===== src/rtl/sys_ctrl_pkg.sv =====
// Shared command codes, operand addresses and FSM state encoding for sys_ctrl.
package sys_ctrl_pkg;

  localparam logic [7:0] CMD_RF_WR   = 8'hAA;
  localparam logic [7:0] CMD_RF_RD   = 8'hBB;
  localparam logic [7:0] CMD_ALU_OP  = 8'hCC;
  localparam logic [7:0] CMD_ALU_NOP = 8'hDD;

  localparam int unsigned OPA_ADDR = 0;
  localparam int unsigned OPB_ADDR = 1;

  typedef enum logic [3:0] {
    IDLE,
    WR_ADDR,
    WR_DATA,
    RD_ADDR,
    RD_WAIT,
    OP_A,
    OP_B,
    ALU_FUN_S,
    ALU_WAIT,
    SEND
  } sys_ctrl_state_t;

endpackage


===== src/rtl/sys_ctrl_tx_buf.sv =====
// Two-byte load/shift buffer feeding the TX FIFO, low byte first, stalling on FIFO_FULL.
module sys_ctrl_tx_buf #(
  parameter int DATA_WIDTH = 8
) (
  input  logic                    CLK,
  input  logic                    RST,
  input  logic                    load1_i,
  input  logic                    load2_i,
  input  logic [2*DATA_WIDTH-1:0] data16_i,
  input  logic                    fifo_full_i,
  output logic [DATA_WIDTH-1:0]   tx_p_data_o,
  output logic                    tx_d_vld_o,
  output logic                    done_o
);

  logic [2*DATA_WIDTH-1:0] buf_q;
  logic [2*DATA_WIDTH-1:0] buf_d;
  logic [1:0]              cnt_q;
  logic [1:0]              cnt_d;

  // A load and the first issue share one edge, so the first byte leaves in the cycle after the load.
  always_comb begin
    buf_d = buf_q;
    cnt_d = cnt_q;
    if (load2_i) begin
      buf_d = data16_i;
      cnt_d = 2'd2;
    end else if (load1_i) begin
      buf_d = {{DATA_WIDTH{1'b0}}, data16_i[DATA_WIDTH-1:0]};
      cnt_d = 2'd1;
    end
  end

  // Done when empty, or when the last byte is being issued at this edge.
  assign done_o = (cnt_q == 2'd0) || ((cnt_q == 2'd1) && !fifo_full_i);

  always_ff @(posedge CLK or negedge RST) begin
    if (!RST) begin
      buf_q       <= '0;
      cnt_q       <= '0;
      tx_p_data_o <= '0;
      tx_d_vld_o  <= 1'b0;
    end else begin
      tx_d_vld_o <= 1'b0;
      if ((cnt_d != 2'd0) && !fifo_full_i) begin
        tx_p_data_o <= buf_d[DATA_WIDTH-1:0];
        tx_d_vld_o  <= 1'b1;
        buf_q       <= buf_d >> DATA_WIDTH;
        cnt_q       <= cnt_d - 2'd1;
      end else begin
        buf_q <= buf_d;
        cnt_q <= cnt_d;
      end
    end
  end

endmodule


===== src/rtl/sys_ctrl.sv =====
// Command sequencer: turns UART byte frames into register-file accesses and ALU operations, returns results to TX.
module sys_ctrl
  import sys_ctrl_pkg::*;
#(
  parameter int DATA_WIDTH = 8,
  parameter int ADDR_WIDTH = 4
) (
  input  logic                    CLK,
  input  logic                    RST,
  input  logic [DATA_WIDTH-1:0]   RX_P_DATA,
  input  logic                    RX_D_VLD,
  output logic [ADDR_WIDTH-1:0]   RF_ADDR,
  output logic                    RF_WR_EN,
  output logic [DATA_WIDTH-1:0]   RF_WR_DATA,
  output logic                    RF_RD_EN,
  input  logic [DATA_WIDTH-1:0]   RF_RD_DATA,
  input  logic                    RF_RD_VLD,
  output logic [3:0]              ALU_FUN,
  output logic                    ALU_EN,
  output logic                    CLK_EN,
  input  logic [2*DATA_WIDTH-1:0] ALU_OUT,
  input  logic                    ALU_OUT_VLD,
  output logic [DATA_WIDTH-1:0]   TX_P_DATA,
  output logic                    TX_D_VLD,
  input  logic                    FIFO_FULL
);

  sys_ctrl_state_t         state_q;
  logic                    load1;
  logic                    load2;
  logic                    send_done;
  logic [2*DATA_WIDTH-1:0] tx_data16;

  assign load1     = (state_q == RD_WAIT)  && RF_RD_VLD;
  assign load2     = (state_q == ALU_WAIT) && ALU_OUT_VLD;
  assign tx_data16 = load2 ? ALU_OUT : {{DATA_WIDTH{1'b0}}, RF_RD_DATA};

  sys_ctrl_tx_buf #(
    .DATA_WIDTH(DATA_WIDTH)
  ) u_tx_buf (
    .CLK        (CLK),
    .RST        (RST),
    .load1_i    (load1),
    .load2_i    (load2),
    .data16_i   (tx_data16),
    .fifo_full_i(FIFO_FULL),
    .tx_p_data_o(TX_P_DATA),
    .tx_d_vld_o (TX_D_VLD),
    .done_o     (send_done)
  );

  always_ff @(posedge CLK or negedge RST) begin
    if (!RST) begin
      state_q    <= IDLE;
      RF_ADDR    <= '0;
      RF_WR_EN   <= 1'b0;
      RF_WR_DATA <= '0;
      RF_RD_EN   <= 1'b0;
      ALU_FUN    <= '0;
      ALU_EN     <= 1'b0;
      CLK_EN     <= 1'b0;
    end else begin
      RF_WR_EN <= 1'b0;
      RF_RD_EN <= 1'b0;
      ALU_EN   <= 1'b0;
      case (state_q)
        IDLE: begin
          if (RX_D_VLD) begin
            if (RX_P_DATA == CMD_RF_WR)        state_q <= WR_ADDR;
            else if (RX_P_DATA == CMD_RF_RD)   state_q <= RD_ADDR;
            else if (RX_P_DATA == CMD_ALU_OP)  state_q <= OP_A;
            else if (RX_P_DATA == CMD_ALU_NOP) state_q <= ALU_FUN_S;
          end
        end
        WR_ADDR: begin
          if (RX_D_VLD) begin
            RF_ADDR <= RX_P_DATA[ADDR_WIDTH-1:0];
            state_q <= WR_DATA;
          end
        end
        WR_DATA: begin
          if (RX_D_VLD) begin
            RF_WR_DATA <= RX_P_DATA;
            RF_WR_EN   <= 1'b1;
            state_q    <= IDLE;
          end
        end
        RD_ADDR: begin
          if (RX_D_VLD) begin
            RF_ADDR  <= RX_P_DATA[ADDR_WIDTH-1:0];
            RF_RD_EN <= 1'b1;
            state_q  <= RD_WAIT;
          end
        end
        RD_WAIT: begin
          if (RF_RD_VLD) state_q <= SEND;
        end
        OP_A: begin
          if (RX_D_VLD) begin
            RF_ADDR    <= ADDR_WIDTH'(OPA_ADDR);
            RF_WR_DATA <= RX_P_DATA;
            RF_WR_EN   <= 1'b1;
            state_q    <= OP_B;
          end
        end
        OP_B: begin
          if (RX_D_VLD) begin
            RF_ADDR    <= ADDR_WIDTH'(OPB_ADDR);
            RF_WR_DATA <= RX_P_DATA;
            RF_WR_EN   <= 1'b1;
            state_q    <= ALU_FUN_S;
          end
        end
        ALU_FUN_S: begin
          if (RX_D_VLD) begin
            ALU_FUN <= RX_P_DATA[3:0];
            ALU_EN  <= 1'b1;
            CLK_EN  <= 1'b1;
            state_q <= ALU_WAIT;
          end
        end
        ALU_WAIT: begin
          if (ALU_OUT_VLD) begin
            CLK_EN  <= 1'b0;
            state_q <= SEND;
          end
        end
        SEND: begin
          if (send_done) state_q <= IDLE;
        end
        default: state_q <= IDLE;
      endcase
    end
  end

endmodule


===== config.mk =====
export PLATFORM = sky130hd
export DESIGN_NAME = sys_ctrl
export DESIGN_NICKNAME = d
export VERILOG_FILES = /design/src/rtl/sys_ctrl_pkg.sv /design/src/rtl/sys_ctrl_tx_buf.sv /design/src/rtl/sys_ctrl.sv
export SDC_FILE = /design/constraint.sdc
export NUM_CORES = 1
export LEC_CHECK = 0
export ABC_AREA = 1
export CAP_MARGIN = 10
export CORE_MARGIN = 4
export CORE_UTILIZATION = 54
export CTS_BUF_LIST = sky130_fd_sc_hd__clkbuf_8
export DETAILED_ROUTE_END_ITERATION = 10
export HOLD_SLACK_MARGIN = 0.02
export PLACE_DENSITY = 0.87
export SYNTH_ARGS = -nofsm -noshare
export SYNTH_HDL_FRONTEND = slang
export SYNTH_SLANG_ARGS = --single-unit

===== constraint.sdc =====
create_clock -name CLK -period 4.4 [get_ports CLK]
set_clock_uncertainty 0.05 [all_clocks]
set_input_delay 0.44 -clock CLK [delete_from_list [all_inputs] [get_ports CLK]]
set_output_delay 0.44 -clock CLK [all_outputs]
set_load 0.02 [all_outputs]

==> flow_summary.yaml, run 1 <==
power:
  combPwrFrac_pct: 46.9
  powerDensity_mw_per_mm2: 606
  p_seq_share_pct: 34.7
  cell_internal_pwr_mw: 1.24
  ir_worst_vdd_mv: 0.390
  switching_power_mw: 0.834
  leakagePower_nw: 1.73
  swShare_pct: 40.2
  clkPwrFrac_pct: 18.4
sta:
  finalWorstSetupSlack_ns: 1.93
  setup_tns_ns: 0
  slew_viol_final: 0
  fin_crit_sh_pct: 56.2
  hold_violations: 0
  setup_viol: 0
  slew_headroom_pct: 57.4
  hold_ws_ns: 0.172
  post-route-min-period_ns: 2.47
  rsz0062_at_grt: "false"
  worst_pin_slew_ns: 0.639
  fmax_mhz: 405
critical_path:
  critPathSlowestCell: "dfrtp_1"
  regToRegSetupSlack_ns: 1.93
  crit_required_ns: 4.53
  reg2reg_depth: 9
  max_stage_delay_ns: 0.45
  path_cells: "nor2_2, nand3_4, o21ai_0, inv_1, ha_1, nor2_2, buf_4, inv_2, xor2_1"
  crit_path_frequent_cell: "nor2_2"
  cp_max_fo: 26
  reg2reg_to: "u_tx_buf.cnt_q[0]$_DFF_PN0_"
  critPathLaunchType: "register"
  path_class: "reg2reg"
  endpoint_kind: "register"
  r2r_start: "state_q[1]$_DFFE_PN0P_"
  crit_start: "state_q[1]$_DFFE_PN0P_"
  cp.arrival_ns: 2.60
logic_synthesis:
  synthCells: 336
  ys_async_sr_fraction_pct: 100
  yosysWarnings: 0
  synth_edf_count: 0
  syn_avg_cell_area_um2: 7.77
  syn_area_mm2: 0.00261
  syn-num-nets: 375
  synth_cell_types: 26
  synthFlopType: "dfrtp_1"
  ys_seq_area_share_pct: 48.9
  yosys_register_bits: 51
layout:
  fillers: 370
  antenna-diode-count: 0
  layout_commonest_cell: "nand2_1"
  design_area_mm2: 0.00343
  regArea_mm2: 0.00128
  syn_to_final_growth_pct: 31.2
  layout.nets: 443
  layout_common_cells: "nand2_1, clkdlybuf4s50_1, dfrtp_1, inv_1, nand3_1"
  fin_util_pct: 73.0
  drive_above_1_share_pct: 8.15
  multi_input_area_mm2: 0.00108
placement:
  gp_congestion: 0.902
  dp_hpwl_mm: 4.56
  dp_slack_ns: 1.74
  dpl_cell_area_mm2: 0.00329
  portBuffers: 66
global_routing:
  grt_pass1_vias: 2339
  grt.overflow.total: 0
  gr-usage-all-layers_pct: 21.5
  antenna_found_initial: 0
  grt_pass1_wl_mm: 10.4
  grt_max_degree: 52
min_path:
  hold_path.class: "in2async"
cts:
  htree_levels: 2
  clk_pin_slew_ns: 0.09
  cts_hold_buf: 0
  cts_resized: 0
  cts_setup_buffers: 0
  cts-root-buf: "clkbuf_8"
  cts_tree: "built"
  clockBufferDepth: 2
  cts_made_buffers: 5
  clock_sinks: 51
  clk_latency_ns: 0.31
route:
  ant_nets: 0
  drc: 0
  vias: 2333
  drt_iter0_markers: 156
  firstDrtPassIters: 4
  postRouteWirelength_mm: 6.16
  avgRoutedWirePerCell_um: 13.4
  via_per_inst: 5.08
job:
  drv_cap: 0
floorplan:
  start_util_pct: 55.7
  die_x_um: 77.5
  die_area_mm2: 0.00601
  die_h_um: 77.5
  rows: 25
  core_mm2: 0.00469
  num_io_pins: 67
run_status:
  status: "finished, final reports clean"
-- synth_stat cells, types with 2 or more instances --
master	number	share of area [%]
nand3_4	2	1.3
nand3_2	5	1.9
nand3_1	31	5.9
o21ai_2	2	0.67
nor2_1	24	3.5
nor2_2	2	0.48
o22ai_1	9	2.2
or2_2	2	0.48
nand2_4	2	0.86
nand2_1	115	17
o21ai_0	13	2.5
inv_1	50	7.2
buf_6	4	1.7
inv_2	3	0.43
nor2_4	2	0.86
nand2_2	2	0.48
dfrtp_1	51	49
clkbuf_1	3	0.43
o21ai_1	7	1.3
-- kinds of logic (layout without fill, tap and decap cells) --
family          Yosys count  count (layout)  synth area share (%)
compound gates           34              34                  7.76
xor+xnor                  1               1                 0.335
fa+ha+maj                 1               1                 0.479
buf+inv                  60             129                  9.77
flops                    51              51                  48.9
simple gates            189             189                  32.8
-- stage by stage --
stage,power (mW),std cells
after floorplan,1.34,336
after global placement,1.67,451
after detailed placement,1.70,451
after CTS,2.09,459
after global routing,2.22,459
final,2.07,459
-- power groups by stage --
stage	Sequential [mW]	Combinational (mW)	Clock (mW)
after floorplan	0.833	0.510	0
after global placement	0.724	0.946	0
after detailed placement	0.727	0.975	0
after CTS	0.721	0.980	0.384
after global routing	0.736	1.08	0.403
final	0.720	0.973	0.381
-- worst max path at each step --
stage | end | slack (ns) | cells past startpoint
after floorplan | u_tx_buf.buf_q[0]$_DFF_PN0_ | 2.26 | 11
after global placement | u_tx_buf.cnt_q[0]$_DFF_PN0_ | 1.82 | 9
after detailed placement | u_tx_buf.cnt_q[0]$_DFF_PN0_ | 1.74 | 9
after CTS | u_tx_buf.cnt_q[0]$_DFF_PN0_ | 1.92 | 9
after global routing | u_tx_buf.cnt_q[1]$_DFF_PN0_ | 1.69 | 10
final | u_tx_buf.cnt_q[0]$_DFF_PN0_ | 1.93 | 9
-- cell type report --
class / instances / share of cell area, %
clock buffers: 5 / 2.01
clock inverters: 3 / 1.86
flip-flops and latches: 51 / 37.3
multi-input cells: 225 / 31.5
inverters: 53 / 5.81
well taps: 54 / 1.97
repair buffers: 68 / 19.6
-- layer usage --
metal	GRT usage (%)	wire length (um)
met1	25.9	2610
met2	37.7	3130
met3	4.99	310
met4	7.65	106
met5	0	0
-- sequential cells by signal, indices dropped and copies added (netlist names), 2 cells and up --
| name | cells |
|---|---|
| u_tx_buf.tx_p_data_o | 8 |
| ALU_FUN | 4 |
| RF_ADDR | 4 |
| state_q | 4 |
| u_tx_buf.cnt_q | 2 |
| RF_WR_DATA | 8 |
| u_tx_buf.buf_q | 16 |
-- worst max-delay path: cells and delay by family, from the launching register on --
kind                     cells  cell delay [ns]
AO/OA/AOI/OAI                1             0.22
XOR/XNOR                     1             0.21
adder cells (fa/ha/maj)      1             0.20
buffers and inverters        3             0.55
flip-flops                   1             0.45
AND/OR/NAND/NOR              3             0.66
Note: power is estimated with default switching activity, not from simulation.
==> run 2: changes to the inputs <==
--- a/config.mk
+++ b/config.mk
@@ -8,11 +8,11 @@
 export ABC_AREA = 1
 export CAP_MARGIN = 10
 export CORE_MARGIN = 4
-export CORE_UTILIZATION = 54
+export CORE_UTILIZATION = 51
 export CTS_BUF_LIST = sky130_fd_sc_hd__clkbuf_8
 export DETAILED_ROUTE_END_ITERATION = 10
 export HOLD_SLACK_MARGIN = 0.02
-export PLACE_DENSITY = 0.87
+export PLACE_DENSITY = 0.83
 export SYNTH_ARGS = -nofsm -noshare
 export SYNTH_HDL_FRONTEND = slang
 export SYNTH_SLANG_ARGS = --single-unit
==> constraint.sdc (replaced) <==
create_clock -name CLK -period 2.57 [get_ports CLK]
set_clock_uncertainty 0.05 [all_clocks]
set_input_delay 0.257 -clock CLK [delete_from_list [all_inputs] [get_ports CLK]]
set_output_delay 0.257 -clock CLK [all_outputs]
set_load 0.02 [all_outputs]
==> run 2 against run 1 <==
Compared with the run above:
- design area grew 0.33%
- register-to-register slack lost 1.4 ns
- via count shrank 0.60%
- combinational power grew 72%
- clock power grew 41%
- wire length grew 0.80%
- non-clock buffer count grew 3
- global-route usage shrank 0.68 points
- cell count grew 3.3%
- sequential share of layout area shrank 0.12 points
- utilization shrank 2.1 points
- clock-buffer cell count is the same
- critical endpoint is now u_tx_buf.buf_q[5]$_DFF_PN0_
- largest power group unchanged
==> flow_summary.yaml, run 2 (same netlist as run 1, synthesis figures left out) <==
layout:
  fin_util_pct: 70.9
  layout_commonest_cell: "nand2_1"
  largest_reg_flops: 16
  regMostFlops: "u_tx_buf.buf_q"
  layout.nets: 446
  drive_above_1_share_pct: 8.35
  multi_input_area_mm2: 0.00108
  reg.largest.list: "u_tx_buf.buf_q x16, RF_WR_DATA x8, u_tx_buf.tx_p_data_o x8"
  design_area_mm2: 0.00344
  antenna-diode-count: 0
  finalNonFillerCells: 474
  regArea_mm2: 0.00128
  fillers: 393
  syn_to_final_growth_pct: 31.6
  layout_common_cells: "nand2_1, clkdlybuf4s50_1, dfrtp_1, inv_1, nand3_1"
critical_path:
  regToRegSetupSlack_ns: 0.48
  crit_required_ns: 2.76
  critPathSlowestCell: "dfrtp_1"
  endpoint_kind: "register"
  critPathLaunchType: "register"
  r2r_start: "state_q[1]$_DFFE_PN0P_"
  cp_max_fo: 25
  path_cells: "nor2_2, nand3_4, o21ai_0, inv_1, ha_1, nor2_2, buf_4, nand2_1, nand2_1"
  cp.arrival_ns: 2.28
  max_stage_delay_ns: 0.46
  reg2reg_to: "u_tx_buf.buf_q[5]$_DFF_PN0_"
  reg2reg_depth: 9
  path_class: "reg2reg"
route:
  drt_iter0_markers: 161
  firstDrtPassIters: 4
  vias: 2319
  via_per_inst: 4.89
  postRouteWirelength_mm: 6.20
  drc: 0
  ant_nets: 0
  avgRoutedWirePerCell_um: 13.1
cts:
  cts_made_buffers: 5
  cts-root-buf: "clkbuf_8"
  cts_resized: 0
  htree_levels: 2
  clock_sinks: 51
  clk_pin_slew_ns: 0.09
  clk_latency_ns: 0.30
  cts_setup_buffers: 0
  cts_tree: "built"
  clockBufferDepth: 2
sta:
  slew_viol_final: 0
  setup_tns_ns: 0
  worst_pin_slew_ns: 0.346
  fin_crit_sh_pct: 81.3
  rsz0062_at_grt: "false"
  slew_headroom_pct: 76.9
  hold_ws_ns: 0.433
  hold_violations: 0
  finalWorstSetupSlack_ns: 0.480
  fmax_mhz: 479
  setup_viol: 0
  post-route-min-period_ns: 2.09
floorplan:
  die_x_um: 79.6
  rows: 25
  num_io_pins: 67
  die_h_um: 79.6
  die_area_mm2: 0.00633
  core_mm2: 0.00485
  start_util_pct: 53.9
power:
  leakagePower_nw: 1.73
  p_total_mw: 3.44
  ir_worst_vdd_mv: 0.614
  powerDensity_mw_per_mm2: 1000
global_routing:
  grt_max_degree: 28
  antenna_found_initial: 0
  grt_pass1_wl_mm: 10.4
  grt_pass1_vias: 2335
  grt.overflow.total: 0
  gr-usage-all-layers_pct: 20.8
placement:
  dp_hpwl_mm: 4.65
  dpl_cell_area_mm2: 0.00332
  dp_slack_ns: 0.458
  dp.cells: 466
  portBuffers: 66
  gp_congestion: 0.876
run_status:
  status: "finished, final reports clean"
job:
  drv_cap: 0
min_path:
  hold_path.class: "in2async"
-- run 2: cell types whose count changed in the layout (fill, tap and decap cells not counted), sizes merged --
cell | before | now
bufinv | 2 | 1
dlygate4sd3 | 0 | 1
buf | 3 | 5
-- run 2: area by class of cell --
cell class | instances | area share (%)
well taps | 67 | 2.44
inverters | 53 | 5.79
clock buffers | 5 | 2.00
flip-flops and latches | 51 | 37.1
repair buffers | 71 | 20.2
clock inverters | 2 | 0.983
multi-input cells | 225 | 31.4
-- run 2: worst max-delay path, delay by kind of cell (launching register included) --
| family | cells | cell delay [ns] |
|---|---|---|
| simple gates | 5 | 0.82 |
| flops | 1 | 0.46 |
| buf+inv | 2 | 0.36 |
| fa+ha+maj | 1 | 0.20 |
| compound gates | 1 | 0.16 |
-- run 2: worst max path at each step --
stage	end	startpoint	cells past startpoint	slack [ns]
2_1_floorplan	u_tx_buf.buf_q[0]$_DFF_PN0_	state_q[1]$_DFFE_PN0P_	11	0.43
4_1_cts	u_tx_buf.tx_p_data_o[2]$_DFFE_PN0P_	state_q[1]$_DFFE_PN0P_	9	0.48
6_report	u_tx_buf.buf_q[5]$_DFF_PN0_	state_q[1]$_DFFE_PN0P_	9	0.48
3_3_place_gp	u_tx_buf.tx_p_data_o[3]$_DFFE_PN0P_	RF_RD_VLD	10	0.53
5_1_grt	u_tx_buf.tx_p_data_o[4]$_DFFE_PN0P_	state_q[1]$_DFFE_PN0P_	9	0.24
3_5_place_dp	u_tx_buf.tx_p_data_o[2]$_DFFE_PN0P_	RF_RD_VLD	10	0.46
-- run 2: what timing repair did --
action | in CTS | in global routing
endpoints found under the hold margin | 51 | 0
hold buffers | 1 | 0
endpoints found under the setup margin | 0 | 0
-- run 2: per-layer routing --
metal / vias up / GRT usage (%) / share of wire (%) / routed length (um)
li1: 1180 / - / - / -
met1: 1072 / 27.0 / 43 / 2670
met2: 63 / 35.9 / 50 / 3120
met3: 4 / 4.51 / 5.9 / 364
met4: 0 / 4.12 / 0.68 / 42
met5: - / 0 / 0 / 0
-- run 2: report_power, final --
group / switching, mW / total [mW] / internal [mW]
Clock: 0.257 / 0.539 / 0.282
Combinational: 0.996 / 1.67 / 0.678
Sequential: 0.163 / 1.23 / 1.07
